--- src/rtl/execute_pipe.sv ---
// Purpose : registered execute stage (ALU, branch target, store data, zero flag) holding results in an EX/MEM register.
// Latency : 1 cycle for ALU ops; N cycles for MUL (iterative shift-add, only when EXECUTE_PIPE_MUL_EN is defined).
// Backpr. : in_ready drops while the output register is full and not being drained, during flush/reset, and while a MUL runs.
//
// Ports   : clk, reset (sync, active-high), flush
//           in_valid/in_ready    - upstream handshake for AluSrc, AluControl, PC_E, signImm_E, readData1_E, readData2_E
//           out_valid/out_ready  - downstream handshake for PCBranch_M, aluResult_M, writeData_M, zero_M
// Config  : define EXECUTE_PIPE_MUL_EN to build the iterative multiplier (AluControl 4'b1000) and its MUL_BUSY state;
//           without it 4'b1000 behaves as any other undefined code (result 0, zero_M 1).
module execute_pipe #(
    parameter int N = 64
) (
    input  logic         clk,
    input  logic         reset,
    input  logic         flush,
    input  logic         in_valid,
    output logic         in_ready,
    input  logic         AluSrc,
    input  logic [3:0]   AluControl,
    input  logic [N-1:0] PC_E,
    input  logic [N-1:0] signImm_E,
    input  logic [N-1:0] readData1_E,
    input  logic [N-1:0] readData2_E,
    output logic         out_valid,
    input  logic         out_ready,
    output logic [N-1:0] PCBranch_M,
    output logic [N-1:0] aluResult_M,
    output logic [N-1:0] writeData_M,
    output logic         zero_M
);

    localparam logic [3:0] ALU_AND   = 4'b0000;
    localparam logic [3:0] ALU_OR    = 4'b0001;
    localparam logic [3:0] ALU_ADD   = 4'b0010;
    localparam logic [3:0] ALU_SUB   = 4'b0110;
    localparam logic [3:0] ALU_PASSB = 4'b0111;
    localparam logic [3:0] ALU_NOR   = 4'b1100;

    logic [N-1:0] src_b;
    logic [N-1:0] alu_comb;
    logic [N-1:0] pc_branch;
    logic         out_free;
    logic         accept;
    logic         load_alu;

    assign src_b     = AluSrc ? signImm_E : readData2_E;
    assign pc_branch = PC_E + (signImm_E << 2);
    // The output register can take a new value if it is empty or being drained this cycle.
    assign out_free  = !out_valid | out_ready;
    assign accept    = in_valid & in_ready;

    always_comb begin
        alu_comb = '0;
        case (AluControl)
            ALU_AND:   alu_comb = readData1_E & src_b;
            ALU_OR:    alu_comb = readData1_E | src_b;
            ALU_ADD:   alu_comb = readData1_E + src_b;
            ALU_SUB:   alu_comb = readData1_E + ~src_b + {{(N-1){1'b0}}, 1'b1};
            ALU_PASSB: alu_comb = src_b;
            ALU_NOR:   alu_comb = ~(readData1_E | src_b);
            default:   alu_comb = '0;
        endcase
    end

`ifdef EXECUTE_PIPE_MUL_EN
    localparam logic [3:0] ALU_MUL     = 4'b1000;
    localparam logic [0:0] ST_IDLE     = 1'b0;
    localparam logic [0:0] ST_MUL_BUSY = 1'b1;
    localparam int         CW          = $clog2(N + 1);
    localparam logic [CW-1:0] LAST_STEP = CW'(N - 1);
    localparam logic [CW-1:0] DONE_STEP = CW'(N);

    logic [0:0]    state;
    logic [CW-1:0] step_cnt;
    logic [N-1:0]  mcand;
    logic [N-1:0]  mplier;
    logic [N-1:0]  acc;
    logic [N-1:0]  acc_next;
    logic [N-1:0]  mul_pcb;
    logic [N-1:0]  mul_wd;
    logic          is_mul;
    logic          mul_last;
    logic          mul_fire;

    assign is_mul   = (AluControl == ALU_MUL);
    assign load_alu = accept & !is_mul;
    assign in_ready = !reset & !flush & (state == ST_IDLE) & out_free;

    // Once all N steps are done (step_cnt == DONE_STEP) the accumulator is frozen,
    // so a finished product can wait here for the output register indefinitely.
    assign acc_next = ((step_cnt != DONE_STEP) && mplier[0]) ? acc + mcand : acc;
    // step_cnt == LAST_STEP: this edge performs the final step; == DONE_STEP: result waiting.
    assign mul_last = (state == ST_MUL_BUSY) && (step_cnt >= LAST_STEP);
    assign mul_fire = mul_last & out_free;

    always_ff @(posedge clk) begin
        if (reset) begin
            state    <= ST_IDLE;
            step_cnt <= '0;
            mcand    <= '0;
            mplier   <= '0;
            acc      <= '0;
            mul_pcb  <= '0;
            mul_wd   <= '0;
        end else if (flush) begin
            state <= ST_IDLE;
        end else if (accept && is_mul) begin
            state    <= ST_MUL_BUSY;
            step_cnt <= '0;
            mcand    <= readData1_E;
            mplier   <= src_b;
            acc      <= '0;
            mul_pcb  <= pc_branch;
            mul_wd   <= readData2_E;
        end else if (state == ST_MUL_BUSY) begin
            if (mul_fire) begin
                state <= ST_IDLE;
            end
            if (step_cnt != DONE_STEP) begin
                acc      <= acc_next;
                mcand    <= mcand << 1;
                mplier   <= mplier >> 1;
                step_cnt <= step_cnt + 1'b1;
            end
        end
    end
`else
    assign load_alu = accept;
    assign in_ready = !reset & !flush & out_free;
`endif

    // EX/MEM output register. Flush only drops the valid bit; data stays stale.
    always_ff @(posedge clk) begin
        if (reset) begin
            out_valid   <= 1'b0;
            PCBranch_M  <= '0;
            aluResult_M <= '0;
            writeData_M <= '0;
            zero_M      <= 1'b0;
        end else if (flush) begin
            out_valid <= 1'b0;
        end else if (load_alu) begin
            out_valid   <= 1'b1;
            PCBranch_M  <= pc_branch;
            aluResult_M <= alu_comb;
            writeData_M <= readData2_E;
            zero_M      <= (alu_comb == '0);
`ifdef EXECUTE_PIPE_MUL_EN
        end else if (mul_fire) begin
            out_valid   <= 1'b1;
            PCBranch_M  <= mul_pcb;
            aluResult_M <= acc_next;
            writeData_M <= mul_wd;
            zero_M      <= (acc_next == '0);
`endif
        end else if (out_valid && out_ready) begin
            out_valid <= 1'b0;
        end
    end

endmodule

--- config.mk ---
export PLATFORM = sky130hd
export DESIGN_NAME = execute_pipe
export DESIGN_NICKNAME = d
export VERILOG_FILES = /design/src/rtl/execute_pipe.sv
export SDC_FILE = /design/constraint.sdc
export NUM_CORES = 1
export LEC_CHECK = 0
export CAP_MARGIN = 10
export CORE_UTILIZATION = 30
export DETAILED_ROUTE_END_ITERATION = 10
export GPL_TIMING_DRIVEN = 1
export PLACE_DENSITY_LB_ADDON = 0.12
export SLEW_MARGIN = 20
export SYNTH_ARGS = -nofsm -noshare
export SYNTH_HDL_FRONTEND = slang
export SYNTH_SLANG_ARGS = --single-unit
--- constraint.sdc ---
create_clock -name clk -period 7.4 [get_ports clk]
set_clock_uncertainty 0.05 [all_clocks]
set_input_delay 1.48 -clock clk [delete_from_list [all_inputs] [get_ports clk]]
set_output_delay 1.48 -clock clk [all_outputs]
set_load 0.01 [all_outputs]
==> metrics, run 1 <==
status=completed; IO Pins=461; CTS resizes=0; H-tree levels=4; CTS Buf Count=17; DRT antenna net count=0; Post-layout nets=4235; Seq cells post-synth=194; TritonCTS clock tree=built; PortBufs=460; Yosys warning count=0; Post-Syn Instances=3303; grt total ovfl=0; Synth Area per Inst=7.11 sq um; post-route setup TNS=0 ns; post-synthesis sequential area ratio=0.165; GPL Wtd Cong=0.980; Critical Path RT=7.74 ns; GRT Overall Usage=0.297; Mapped Area=0.0235 sq mm; layout cells sized above 1=0.0576; Initial Utilization=0.303; commonest non-fill, non-tap cells in the layout=458 x clkdlybuf4s50_1, 420 x nand2_1, 374 x a21oi_1; crit path from=signImm_E[6]; worst rel slew slack=0.323; chip width=282 microns; final setup fails=0; Async SR Flop Fraction=0; Yosys cell types=96; Critical Path Start Type=input port; hold slack=0.403 ns; clock sink total=194; Skew-Pair Late Insertion Delay=0.46 ns; most common cell after layout, fill and taps aside=clkdlybuf4s50_1; Post-synth EDFFs=0; ratio of final minimum period to clock period=0.891; Clock Pin Slew Worst Setup and Hold Paths=0.08 ns; CTS Root Cell=clkbuf_16; Remaining DRCs=0; initial DRC count=2551; final core utilization=0.387; first-pass GRT wire length=175000 microns; Final Hold Violating Endpoints=0; synthesis-to-layout area growth=27.5%; Worst setup endpoint=zero_M; Worst-Margin Slew=1.01 ns; die height=282 microns; total die area=0.0794 sq mm; crit path kind=in2reg; Initial DRT Pass Iterations=7; largest net degree at the start of global routing=136; Max clock buf depth=2; Reg2Reg Capture Point=zero_M; reg2reg path depth=13; DR WL/cell=26.0 microns; peak supply drop=0.157 mV; Post-Syn Nets=3869; DR vias=27019; CP arrival=6.93 ns; worst-path maximum fanout=14; Final min period=6.60 ns; number of global-route vias before repair=25029; initial antenna violation count=10; Crit. End Element=flip-flop; R2R Setup Slk=2.99 ns; RSZ-0062 raised after global routing=no; area of the multi-input gates=0.0181 sq mm; Main synth FF type=dfxtp_1; Core Box Area=0.0775 sq mm; Detail Placement HPWL=101000 microns; post-CTS setup buffer count=0; Layout fillers=8375; Worst Hold Launch=PCBranch_M[17]; PD cells=144 mW/mm^2; Final Max Tran Viols=0; Lkg Pwr=12.0 nW; reg2reg start=out_valid; CTS Hold Bufs=0; Vias/cell=5.71; standard-cell rows=102; achievable frequency=0.152 GHz; Routed WL=123000 microns; FF/Latch Area=0.00388 sq mm; max cap viols=0; type of the most critical hold path=reg2reg
## how the worst min path moves through the flow
stage | to | cells after the start
finish | PCBranch_M[17] | 2
global route | PCBranch_M[11] | 2
CTS | PCBranch_M[31] | 2
detailed placement | PCBranch_M[17] | 2
global placement | PCBranch_M[54] | 2
floorplan | PCBranch_M[51] | 2
## kinds of logic after synthesis
group	after synthesis	share of synthesized area
xor+xnor	74	0.0276
flops	194	0.165
fa+ha+maj	300	0.161
simple gates	1115	0.222
compound gates	1139	0.323
buf+inv	404	0.0660
mux	77	0.0351
## area by class of cell
| type | instances | area share |
|---|---|---|
| diodes | 6 | 0.000501 |
| clock buffers | 17 | 0.0142 |
| clock inverters | 15 | 0.00552 |
| inverters | 211 | 0.0265 |
| multi-input cells | 2705 | 0.605 |
| flip-flops and latches | 194 | 0.130 |
| well taps | 1040 | 0.0435 |
| repair buffers | 540 | 0.175 |
## metrics by stage
step,worst slack [ns],power (W),instance area [sq um],instances
floorplan,0.728,0.00240,23500,3303
global placement,0.447,0.00331,29300,4690
detailed placement,0.454,0.00329,29300,4690
CTS,0.954,0.00430,29900,4722
global route,0.651,0.00453,29900,4727
finish,0.803,0.00431,29900,4728
## layer usage
layer / wire (microns) / up-vias / global-route usage
li1: - / 12771 / -
met1: 57100 / 13059 / 0.423
met2: 54400 / 1086 / 0.467
met3: 9270 / 97 / 0.0462
met4: 2030 / 6 / 0.0668
met5: 41 / - / 0
## Yosys cell counts, types with 39 or more instances
| master | n | area share |
|---|---|---|
| a21oi_1 | 374 | 0.080 |
| o21bai_1 | 39 | 0.012 |
| o21ai_0 | 163 | 0.035 |
| inv_1 | 209 | 0.033 |
| nor3_1 | 80 | 0.017 |
| ha_1 | 297 | 0.16 |
| nor2_1 | 262 | 0.042 |
| a211oi_1 | 61 | 0.020 |
| nand2_1 | 421 | 0.067 |
| a21o_1 | 69 | 0.022 |
| dfxtp_1 | 194 | 0.17 |
| o211ai_1 | 49 | 0.016 |
| clkbuf_1 | 152 | 0.024 |
| nand4_1 | 44 | 0.012 |
| mux2_2 | 42 | 0.020 |
| nand3_1 | 79 | 0.017 |
| xnor2_1 | 49 | 0.018 |
## registers in the layout (all words and copies together), names as in the netlist
signal,flops
out_valid,1
zero_M,1
writeData_M,64
aluResult_M,64
PCBranch_M,64
## worst max-delay path: stages
cell             delay (ns)
clkdlybuf4s50_1        0.55
mux2_2                 0.25
inv_1                  0.07
ha_1                   0.55
nor2b_1                0.15
or4_1                  0.44
o211ai_1               0.47
o21bai_1               0.20
a221oi_1               0.31
o21ai_0                0.27
a2111oi_0              0.59
buf_4                  0.23
nand4_1                0.15
a2111oi_2              0.31
nand4_1                0.19
nor4_1                 0.31
nand4_1                0.18
o31ai_2                0.23
## where the power goes
group	internal, W	switching [W]	total [W]
Clock	0.000481	0.000507	0.000988
Sequential	0.00109	0.0000287	0.00112
Combinational	0.000833	0.00137	0.00220
No activity file was read; power rests on OpenSTA's default activity.
==> run 2, diff against run 1 <==
- PLACE_DENSITY: default -> 0.62
- PLACE_DENSITY_LB_ADDON: 0.12 -> default
==> run 2 against run 1 <==
Against the previous run:
- hold slack got worse by 0.0019 ns
- utilization is essentially flat
- combinational power about the same
- design area about the same
- wire length decreased by 0.83%
- die area did not move
- via count rose by 2.4%
- sequential power barely moved
- non-clock buffer count shrank 2
- clock power hardly changed
- count of clock-buffer cells in the layout increased by 1
- final cell count hardly changed
==> metrics, run 2 (synthesis gave the netlist of run 1 again) <==
RSZ-0062 raised after global routing=no (unchanged); Final Max Tran Viols=0 (unchanged); Pint=0.00241 W (about the same); number of global-route vias before repair=25399 (was 25029); Worst setup endpoint=zero_M (unchanged); post-CTS setup buffer count=0 (unchanged); CTS Buf Count=17 (unchanged); PD cells=145 mW/mm^2 (was 144 mW/mm^2); achievable frequency=0.145 GHz (was 0.152 GHz); Lkg Pwr=12.0 nW (about the same); Critical Path RT=7.78 ns (was 7.74 ns); Routed WL=122000 microns (was 123000 microns); ratio of final minimum period to clock period=0.929 (was 0.891); chip width=282 microns (unchanged); reg2reg path depth=14 (was 13); Clock Power Share=0.234 (was 0.229); Max clock buf depth=2 (unchanged); Sw Ratio=0.446 (was 0.442); area of the multi-input gates=0.0181 sq mm (about the same); CTS resizes=0 (unchanged); peak supply drop=0.194 mV (was 0.157 mV); Worst Hold Launch=PCBranch_M[21] (was PCBranch_M[17]); FF/Latch Area=0.00388 sq mm (unchanged); Remaining DRCs=0 (unchanged); Skew-Pair Late Insertion Delay=0.49 ns (was 0.46 ns); layout cells sized above 1=0.0568 (was 0.0576); clock sink total=194 (unchanged); CP arrival=7.25 ns (was 6.93 ns); Critical Path Start Type=input port (unchanged); die height=282 microns (unchanged); commonest non-fill, non-tap cells in the layout=458 x clkdlybuf4s50_1, 420 x nand2_1, 374 x a21oi_1 (unchanged); sequential power share=0.258 (was 0.260); total die area=0.0794 sq mm (unchanged); GRT Overall Usage=0.294 (was 0.297); reg2reg start=out_valid (unchanged); Final min period=6.88 ns (was 6.60 ns); Initial DRT Pass Iterations=6 (was 7); synthesis-to-layout area growth=27.4% (was 27.5%); Post-layout nets=4233 (was 4235); largest net degree at the start of global routing=80 (was 136); Final Hold Violating Endpoints=0 (unchanged); GPL Wtd Cong=1.02 (was 0.980); status=completed (unchanged); PortBufs=460 (unchanged); crit path kind=in2reg (unchanged); PnR Total Power=0.00434 W (was 0.00431 W); Initial Utilization=0.303 (unchanged); most common cell after layout, fill and taps aside=clkdlybuf4s50_1 (unchanged); crit path from=AluSrc (was signImm_E[6]); CTS Hold Bufs=0 (unchanged); DR WL/cell=25.8 microns (was 26.0 microns); DRT antenna net count=0 (unchanged); first-pass GRT wire length=174000 microns (was 175000 microns); R2R Setup Slk=3.18 ns (was 2.99 ns); worst-path maximum fanout=39 (was 14); Vias/cell=5.85 (was 5.71); grt total ovfl=0 (unchanged); Layout fillers=8232 (was 8375); Clock Pin Slew Worst Setup and Hold Paths=0.09 ns (was 0.08 ns); Detail Placement HPWL=97800 microns (was 101000 microns); IO Pins=461 (unchanged); max cap viols=0 (unchanged); Worst-Margin Slew=1.11 ns (was 1.01 ns); Reg2Reg Capture Point=zero_M (unchanged); Top Registers=PCBranch_M: 64 flops, aluResult_M: 64 flops, writeData_M: 64 flops (unchanged); TritonCTS clock tree=built (unchanged); standard-cell rows=102 (unchanged); type of the most critical hold path=reg2reg (unchanged); Core Box Area=0.0775 sq mm (unchanged); P_sw=0.00194 W (was 0.00191 W); initial DRC count=3401 (was 2551); worst rel slew slack=0.256 (was 0.323); DR vias=27674 (was 27019); CTS Root Cell=clkbuf_16 (unchanged); Crit. End Element=flip-flop (unchanged); initial antenna violation count=13 (was 10); H-tree levels=4 (unchanged); Comb power frac=0.509 (was 0.511); post-route setup TNS=0 ns (unchanged); final setup fails=0 (unchanged)
## run 2: cell count changes in the layout (fill, tap and decap cells not counted), sizes merged
cell,before,now
buf,82,80
clkbuf,17,18
clkinv,7,8
clkinvlp,2,1
diode,6,7
inv,216,215
## run 2: worst max-delay path: stages
cell and delay, ns:
buf_4 0.41, buf_12 0.30, mux2i_1 0.72, ha_1 0.41, nand2b_1 0.28, o21ai_0 0.34, a221oi_1 0.66, o31ai_2 0.24
nand4_1 0.17, o211ai_1 0.09, or3_1 0.52, nor4_1 0.50, nand4_1 0.34, nor4_1 0.35, nand4_1 0.14, o31ai_2 0.23
## run 2: power by group through the flow
stage	logic, W	clock network (W)	registers (W)
floorplan	0.00123	0	0.00116
global placement	0.00214	0	0.00114
detailed placement	0.00213	0	0.00114
CTS	0.00214	0.00103	0.00112
global route	0.00235	0.00106	0.00113
finish	0.00221	0.00101	0.00112
## run 2: area by class of cell
class | count | area share
antenna | 7 | 0.000585
clock buffer | 18 | 0.0143
clock inverter | 14 | 0.00556
inverter | 211 | 0.0265
multi-input combinational | 2705 | 0.605
sequential | 194 | 0.130
tap | 1040 | 0.0435
timing repair buffer | 538 | 0.175
## run 2: worst min-delay path by stage
stage,to,slack [ns],cells after the start
final,PCBranch_M[21],0.40,2
after global routing,writeData_M[35],0.42,2
after CTS,PCBranch_M[21],0.40,2
after detailed placement,PCBranch_M[21],0.39,2
after global placement,PCBranch_M[10],0.39,2
after floorplan,PCBranch_M[51],0.43,2
## run 2: stage by stage
stage / instance area (sq um) / setup WS (ns) / cells / util / hold WS, ns
final: 29900 / 0.523 / 4727 / 0.386 / 0.401
after global routing: 29900 / 0.385 / 4724 / 0.386 / 0.421
after CTS: 29900 / 0.803 / 4720 / 0.386 / 0.403
after floorplan: 23500 / 0.728 / 3303 / - / 0.426
after detailed placement: 29300 / 0.253 / 4688 / 0.378 / 0.392
after global placement: 29300 / 0.296 / 4688 / 0.378 / 0.389
## run 2: metal layers
| layer | vias up | global-route usage | routed length [microns] |
|---|---|---|---|
| li1 | 12767 | - | - |
| met1 | 13222 | 0.406 | 53800 |
| met2 | 1487 | 0.447 | 51900 |
| met3 | 188 | 0.0728 | 12700 |
| met4 | 10 | 0.0877 | 3420 |
| met5 | - | 0 | 59 |
